[src/rtl/procedural_pipe_pkg.sv]
// Shared default constants for the procedural_pipe datapath.
package procedural_pipe_pkg;

  localparam int unsigned DEFAULT_WIDTH = 16;
  localparam int unsigned DEFAULT_MULT  = 10;
  localparam int unsigned DEFAULT_SHR   = 2;
  localparam int unsigned DEFAULT_SHL   = 3;

endpackage : procedural_pipe_pkg

[src/rtl/pipe_stage_ctl.sv]
// Valid-bit and advance control for one elastic pipeline stage.
// A stage advances when it is empty or when the stage downstream of it advances.
module pipe_stage_ctl (
  input  logic clk,
  input  logic rst_n,
  input  logic i_up_valid,
  input  logic i_down_advance,
  output logic o_valid,
  output logic o_advance
);

  logic r_valid;

  assign o_advance = !r_valid || i_down_advance;
  assign o_valid   = r_valid;

  // NOTE: sequential state uses non-blocking assignments so every register
  // samples the pre-edge values of its neighbours, whatever the block order.
  always_ff @(posedge clk or negedge rst_n) begin
    if (!rst_n) begin
      r_valid <= 1'b0;
    end else if (o_advance) begin
      r_valid <= i_up_valid;
    end
  end

endmodule : pipe_stage_ctl

[src/rtl/procedural_pipe.sv]
// Three-stage valid/ready arithmetic pipeline with a running modular sum of out2.
// Control lives in three pipe_stage_ctl instances; the datapath is below.
module procedural_pipe
  import procedural_pipe_pkg::*;
#(
  parameter int unsigned WIDTH = DEFAULT_WIDTH,
  parameter int unsigned MULT  = DEFAULT_MULT,
  parameter int unsigned SHR   = DEFAULT_SHR,
  parameter int unsigned SHL   = DEFAULT_SHL
) (
  input  logic             clk,
  input  logic             rst_n,
  input  logic [WIDTH-1:0] in1,
  input  logic [WIDTH-1:0] in2,
  input  logic             sel,
  input  logic             in_valid,
  output logic             in_ready,
  output logic [WIDTH-1:0] out1,
  output logic [WIDTH-1:0] out2,
  output logic             out_valid,
  input  logic             out_ready,
  input  logic             clr,
  output logic [WIDTH-1:0] out_sum
);

  logic w_v1, w_v2, w_v3;
  logic w_adv1, w_adv2, w_adv3;
  logic w_in_xfer, w_out_xfer;
  logic r_run;

  // Holds in_ready low until the first clock edge after reset is released.
  always_ff @(posedge clk or negedge rst_n) begin
    if (!rst_n) begin
      r_run <= 1'b0;
    end else begin
      r_run <= 1'b1;
    end
  end

  assign in_ready   = r_run && w_adv1;
  assign w_in_xfer  = in_valid && in_ready;
  assign w_out_xfer = w_v3 && out_ready;

  pipe_stage_ctl u_ctl_s1 (
    .clk            (clk),
    .rst_n          (rst_n),
    .i_up_valid     (w_in_xfer),
    .i_down_advance (w_adv2),
    .o_valid        (w_v1),
    .o_advance      (w_adv1)
  );

  pipe_stage_ctl u_ctl_s2 (
    .clk            (clk),
    .rst_n          (rst_n),
    .i_up_valid     (w_v1),
    .i_down_advance (w_adv3),
    .o_valid        (w_v2),
    .o_advance      (w_adv2)
  );

  pipe_stage_ctl u_ctl_s3 (
    .clk            (clk),
    .rst_n          (rst_n),
    .i_up_valid     (w_v2),
    .i_down_advance (out_ready),
    .o_valid        (w_v3),
    .o_advance      (w_adv3)
  );

  // Stage 1: scaled sum, plus operands carried forward.
  logic [WIDTH-1:0] w_sum, w_t1;
  logic [WIDTH-1:0] r_t1, r_a1, r_b1;
  logic             r_s1;

  assign w_sum = in1 + in2;
  assign w_t1  = w_sum * WIDTH'(MULT);

  // NOTE: data registers carry no reset; the stage valid bits alone decide
  // whether their contents mean anything.
  always_ff @(posedge clk) begin
    if (w_adv1) begin
      r_t1 <= w_t1;
      r_a1 <= in1;
      r_b1 <= in2;
      r_s1 <= sel;
    end
  end

  // Stage 2: logical right shift of in1 or left shift of in2 merged into t1.
  logic [WIDTH-1:0] w_t2;
  logic [WIDTH-1:0] r_t2, r_t1_s2, r_a2, r_b2;
  logic             r_s2;

  assign w_t2 = r_s1 ? (r_t1 ^ (r_a1 >> SHR)) : (r_t1 | (r_b1 << SHL));

  always_ff @(posedge clk) begin
    if (w_adv2) begin
      r_t2    <= w_t2;
      r_t1_s2 <= r_t1;
      r_a2    <= r_a1;
      r_b2    <= r_b1;
      r_s2    <= r_s1;
    end
  end

  // Stage 3: output registers, held while the consumer stalls.
  logic [WIDTH-1:0] r_out1, r_out2;

  always_ff @(posedge clk) begin
    if (w_adv3) begin
      r_out1 <= r_s2 ? (r_t2 & r_b2) : (r_t2 + r_a2);
      r_out2 <= r_t1_s2 - r_t2;
    end
  end

  // A clear coinciding with a delivery restarts the sum from that delivery.
  logic [WIDTH-1:0] r_sum;

  always_ff @(posedge clk or negedge rst_n) begin
    if (!rst_n) begin
      r_sum <= '0;
    end else if (clr) begin
      r_sum <= w_out_xfer ? r_out2 : '0;
    end else if (w_out_xfer) begin
      r_sum <= r_sum + r_out2;
    end
  end

  assign out1      = r_out1;
  assign out2      = r_out2;
  assign out_valid = w_v3;
  assign out_sum   = r_sum;

endmodule : procedural_pipe

[config.mk]
export PLATFORM = sky130hd
export DESIGN_NAME = procedural_pipe
export DESIGN_NICKNAME = d
export VERILOG_FILES = /design/src/rtl/procedural_pipe_pkg.sv /design/src/rtl/pipe_stage_ctl.sv /design/src/rtl/procedural_pipe.sv
export SDC_FILE = /design/constraint.sdc
export NUM_CORES = 1
export LEC_CHECK = 0
export ABC_AREA = 0
export CAP_MARGIN = 20
export CORE_AREA = 2 2 163 165
export CTS_CLUSTER_SIZE = 20
export DETAILED_ROUTE_END_ITERATION = 16
export DIE_AREA = 0 0 165 167
export SYNTH_ARGS = -nofsm -noshare
export SYNTH_HDL_FRONTEND = slang
export SYNTH_SLANG_ARGS = --single-unit
[constraint.sdc]
create_clock -name clk -period 12.2 [get_ports clk]
set_input_delay 3.66 -clock clk [delete_from_list [all_inputs] [get_ports clk]]
set_output_delay 3.66 -clock clk [all_outputs]
set_load 0.02 [all_outputs]
After elaboration in Yosys (flattened, before gate mapping)
Cells that the tools add are included.
Word-level totals
  output and inout port bits: 50
  bits in registers: 164
  word-level logic and storage cells: 39
  input port bits: 38
Operators by class
  add/sub/neg operators: 4
  mux-type cells: 5
  multiply operators: 1
  bitwise operators: 3
  reduce and logical (&&, ||, !) cells: 10
Operators with widths (number)
  $mux W16: 5
  $add A16 B16 Y16: 3
  $and A16 B16 Y16: 1
  $mul A16 B3 Y15 const B: 1
  $or A16 B16 Y16: 1
  $sub A16 B16 Y16: 1
  $xor A16 B14 Y16: 1
  $logic_and A1 B1 Y1: 3
  $logic_not A1 Y1: 3
  $logic_or A1 B1 Y1: 3
  $reduce_bool A2 Y1: 1

Logic depth before layout (Yosys ltp)
  depth after elaboration: 6
  mapped depth: 18
  depth with buffers taken out: 18

Hierarchy
Synthesis repeated with hierarchy kept, for this count alone.
Unflattened totals
  cells, all modules: 752
  area, all modules: 8948.6 µm²
By module, submodules not included
  procedural_pipe: instances 1, sequential area each 4749.6 µm², area an instance 8805.9 µm², cells an instance 743
  pipe_stage_ctl: instances 3, sequential area each 25.0 µm², area an instance 47.5 µm², cells an instance 3

Worst setup path after synthesis
No wires, ideal clock.
  path kind: input port to output port
  from: input port out_ready
  to: output port in_ready
  cell stages on the path: 3
  buffers on the path: 0
  path slack: 2.868 ns
  required time: 8.540 ns
  data arrival time: 5.672 ns
  path through: nor2b_1 -> nand3_1 -> and2_1
Between the ends
  cells in the longest elaborated chain, start to end: 4
RTL lines
  from (decl): line procedural_pipe.sv:21  | input logic out_ready,
  $logic_or A1 B1 Y1 (3 in a row): line pipe_stage_ctl.sv:14  | assign o_advance = !r_valid || i_down_advance;
  $logic_and A1 B1 Y1: line procedural_pipe.sv:40  | assign in_ready = r_run && w_adv1;
  to (decl): line procedural_pipe.sv:17  | output logic in_ready,
No other way between the ends.

Final worst setup path
Same ends and word-level chain as after synthesis.

==> impl_metrics.py <==
metrics = {
    "hold_path": {
        "min_path_type": "flip-flop to flip-flop",
        "worstHoldPathCells": 0,
    },
    "critical_path": {
        "worst-endpoint-required_ns": 8.54,
        "r2r_cells": 11,
        "critPathMostFrequentCell": "sky130_fd_sc_hd__clkdlybuf4s50_1",
        "timing.critical_path.max_delay_family": "buffers and inverters",
        "arrival_ns": 5.64,
        "endpoint_kind": "output pin",
        "slack_of_the_worst_reg_to_reg_path_ns": 9.31,
        "worst-setup-path-type": "primary input to output pin",
        "instance_count_on_the_critical_path": 6,
        "worst_path_largest_cell_delay_ns": 0.59,
        "r2r_start": "r_t2[1]$_DFFE_PP_",
        "critPathLaunchType": "primary input",
        "critPathMaxFanout": 50,
        "cpMaxStageDelayCell": "sky130_fd_sc_hd__clkdlybuf4s50_1",
        "crit_path_cell_trace": "clkdlybuf4s50_1 -> nor2b_1 -> nand3_2 -> buf_4 -> and2_1 -> clkdlybuf4s50_1",
        "startpoint": "out_ready",
        "worstReg2RegEnd": "out2[15]$_DFFE_PP_",
        "critPathCapture": "in_ready",
        "critical_path_buffers_and_inverters": 3,
    },
    "logic_synthesis": {
        "syn-mean-instance-area_um2": 12.0,
        "yosysUniqueCellTypes": 57,
        "leading_cell_type_by_number_of_instances_after_synthesis": "sky130_fd_sc_hd__edfxtp_1",
        "synth.area.top_cells": "sky130_fd_sc_hd__edfxtp_1 49%, sky130_fd_sc_hd__ha_1 11%, sky130_fd_sc_hd__dfrtp_1 5.7%, sky130_fd_sc_hd__xnor2_1 5.2%, sky130_fd_sc_hd__a21oi_1 3.7%",
        "yosysWarnings": 0,
        "mappedNetlistNets": 859,
        "synth.yosys.seq_area_share": 0.545,
        "synth.cells.most_frequent": "144 x sky130_fd_sc_hd__edfxtp_1, 77 x sky130_fd_sc_hd__ha_1, 66 x sky130_fd_sc_hd__a21oi_1",
        "synth.ff_latch_count": 164,
        "cell_count_after_synthesis": 739,
        "synth_edf_count": 144,
        "synth_area_um2": 8850,
        "postSynth.asyncResetShare": 0.122,
        "synth_top_cell_by_area": "sky130_fd_sc_hd__edfxtp_1",
        "synth_largest_type_area_fraction": 0.489,
        "predominant_post_synthesis_flop_cell": "sky130_fd_sc_hd__edfxtp_1",
    },
    "run": {
        "drv_cap": 0,
    },
    "sta": {
        "rsz0062_at_grt": "no",
        "final.period_utilization": 0.762,
        "fin_crit_ns": 9.30,
        "worst-slew-pin-transition_ns": 0.882,
        "finalSetupViolations": 0,
        "slew_headroom": 0.412,
        "maxClockFrequency_ghz": 0.108,
        "drv_slew": 0,
        "timing.setup.tns_ns": 0,
        "worst_clock_skew_ns": 0.00765,
        "hold_viol_final": 0,
    },
    "clocking": {
        "worstSkewPairLatency_ns": 0.42,
        "max_root_sink_buffers": 2,
        "cts.hold.buffers_added": 0,
        "cts_tree": "built",
        "post-cts-setup-buffer-count": 0,
        "number_of_h_tree_levels": 4,
        "cts-root-buf": "sky130_fd_sc_hd__clkbuf_16",
        "cts.repair.resized": 0,
        "clk_transition_reported_paths_ns": 0.07,
        "cts-buffers-inserted": 17,
        "cts.sinks": 164,
    },
    "floorplan": {
        "design.portCount": 88,
        "initial_utilization": 0.343,
        "die_w_um": 165,
        "core_footprint_um2": 25800,
        "die_y_um": 167,
        "die_area_um2": 27600,
        "fp-row-count": 59,
    },
    "global_routing": {
        "grt_usage": 0.125,
        "grt-ovfl-total": 0,
        "number_of_antenna_violations_at_the_first_check_in_global_routing": 0,
        "number_of_global_route_vias_before_repair": 5591,
        "grt_max_degree": 66,
        "grt_pass1_wl_um": 27300,
    },
    "run_status": {
        "outcome": "finished, final reports clean",
    },
    "cells_and_area": {
        "layout-drive-gt1-share": 0.0542,
        "area_growth_syn_to_layout_pct": 21.9,
        "num-nets-final": 956,
        "layoutNonFillerInstCount": 1184,
        "antenna-diode-count": 0,
        "final_core_util": 0.419,
        "stdcell_area_um2": 10800,
    },
    "drt": {
        "drc_errors": 0,
        "dr.first_iter.drc_count": 382,
        "vias": 5699,
        "route.antenna.remaining_nets": 0,
        "drt_pass1_iterations": 7,
        "detail_route.vias_per_cell": 4.81,
        "route.detailed.wl_per_inst_um": 14.0,
        "total_wire_length_after_detailed_routing_um": 16600,
    },
    "power": {
        "cellLeakagePower_nw": 4.35,
        "ir_drop_uv": 123,
        "cellPowerDensity_nw_per_um2": 239,
    },
    "place": {
        "place_inst": 1150,
        "gp_congestion": 0.822,
        "dpl_cell_area_um2": 10100,
        "port_buffers": 87,
        "dp_hpwl_um": 12900,
    },
}
-- sequential cells by signal, summed over array words and instances (netlist names) --
name and cells:
u_ctl_s2.o_valid 1, r_t1_s2 15, r_run 1, r_b1 16
r_s2 1, r_a1 16, r_s1 1, out2 16
r_a2 16, r_b2 16, r_t2 16, r_t1 15
u_ctl_s3.o_valid 1, u_ctl_s1.o_valid 1, out_sum 16, out1 16
-- cell usage in the layout, fill, tap and decap left out, drive strengths merged, types with 4 or more instances in the layout --
cell,netlist,routed
clkinv,0,5
nand3b,4,4
and2,7,7
o21bai,14,14
clkbuf,14,17
nor2,40,40
edfxtp,144,144
o21a,11,11
a31oi,6,6
buf,1,6
xor2,25,25
nor3,19,19
nand4,5,5
nor2b,13,13
nand2,22,22
fa,5,5
mux2i,6,6
inv,38,47
ha,77,77
dfrtp,20,20
nand3,29,29
nand2b,9,9
a21o,22,22
xnor2,53,53
a21oi,67,67
clkdlybuf4s50,0,87
o21ai,56,56
-- final cells by class --
class	instances	area, um^2
Timing Repair Buffer	93	956
Fill cell	2395	15000
Sequential cell	164	4820
Tap cell	335	419
Clock buffer	17	425
Multi-Input combinational cell	522	3830
Inverter	38	143
Clock inverter	15	185
-- through the flow --
stage,setup slack [ns],total power (W),hold slack (ns)
floorplan,2.87,0.00173,0.400
global placement,2.88,0.00203,0.405
detailed placement,2.87,0.00206,0.405
CTS,2.86,0.00260,0.423
global route,2.77,0.00279,0.446
finish,2.90,0.00258,0.421
-- kinds of logic (layout without fill, tap and decap cells) --
| logic type | Yosys count | in the layout | share of synthesized area |
|---|---|---|---|
| buffers and inverters | 53 | 163 | 0.0225 |
| and+or+nand+nor | 160 | 160 | 0.0916 |
| adders and majority gates | 82 | 82 | 0.120 |
| AOI/OAI and AO/OA | 195 | 195 | 0.136 |
| other | 1 | 1 | 0.000424 |
| xor gates and xnor gates | 78 | 78 | 0.0772 |
| muxes | 6 | 6 | 0.00679 |
| DFF | 164 | 164 | 0.545 |
-- metal layers --
metal | part of all wire | up-vias | GRT usage
met5 | 0 | - | 0
met4 | 0.012 | 0 | 0.0367
met3 | 0.033 | 16 | 0.0257
met2 | 0.47 | 102 | 0.202
met1 | 0.48 | 2650 | 0.170
li1 | - | 2931 | -
-- worst reg2reg max path, delay by kind of cell, from the launching register on --
family / cells / cell delay [ns]
AOI/OAI and AO/OA: 5 / 1.08
DFF: 1 / 0.43
buffers and inverters: 1 / 0.11
and+or+nand+nor: 4 / 0.72
adders and majority gates: 1 / 0.28
-- where the power goes --
group	total (W)	switching, W	internal [W]
combinational	0.00110	0.000566	0.000536
clock	0.000542	0.000246	0.000296
sequential	0.000939	0.000113	0.000827
total	0.00258	0.000924	0.00166
-- how the worst min path moves through the flow --
stage	slack, ns	from	to
5_1_grt	0.45	r_b1[15]$_DFFE_PN_	r_b2[15]$_DFFE_PP_
2_1_floorplan	0.40	r_a1[0]$_DFFE_PN_	r_a2[0]$_DFFE_PP_
4_1_cts	0.42	r_b1[13]$_DFFE_PN_	r_b2[13]$_DFFE_PP_
3_3_place_gp	0.41	r_a1[0]$_DFFE_PN_	r_a2[0]$_DFFE_PP_
3_5_place_dp	0.41	r_b1[13]$_DFFE_PN_	r_b2[13]$_DFFE_PP_
6_report	0.42	r_b1[13]$_DFFE_PN_	r_b2[13]$_DFFE_PP_
(Power assumes the default switching activity.)
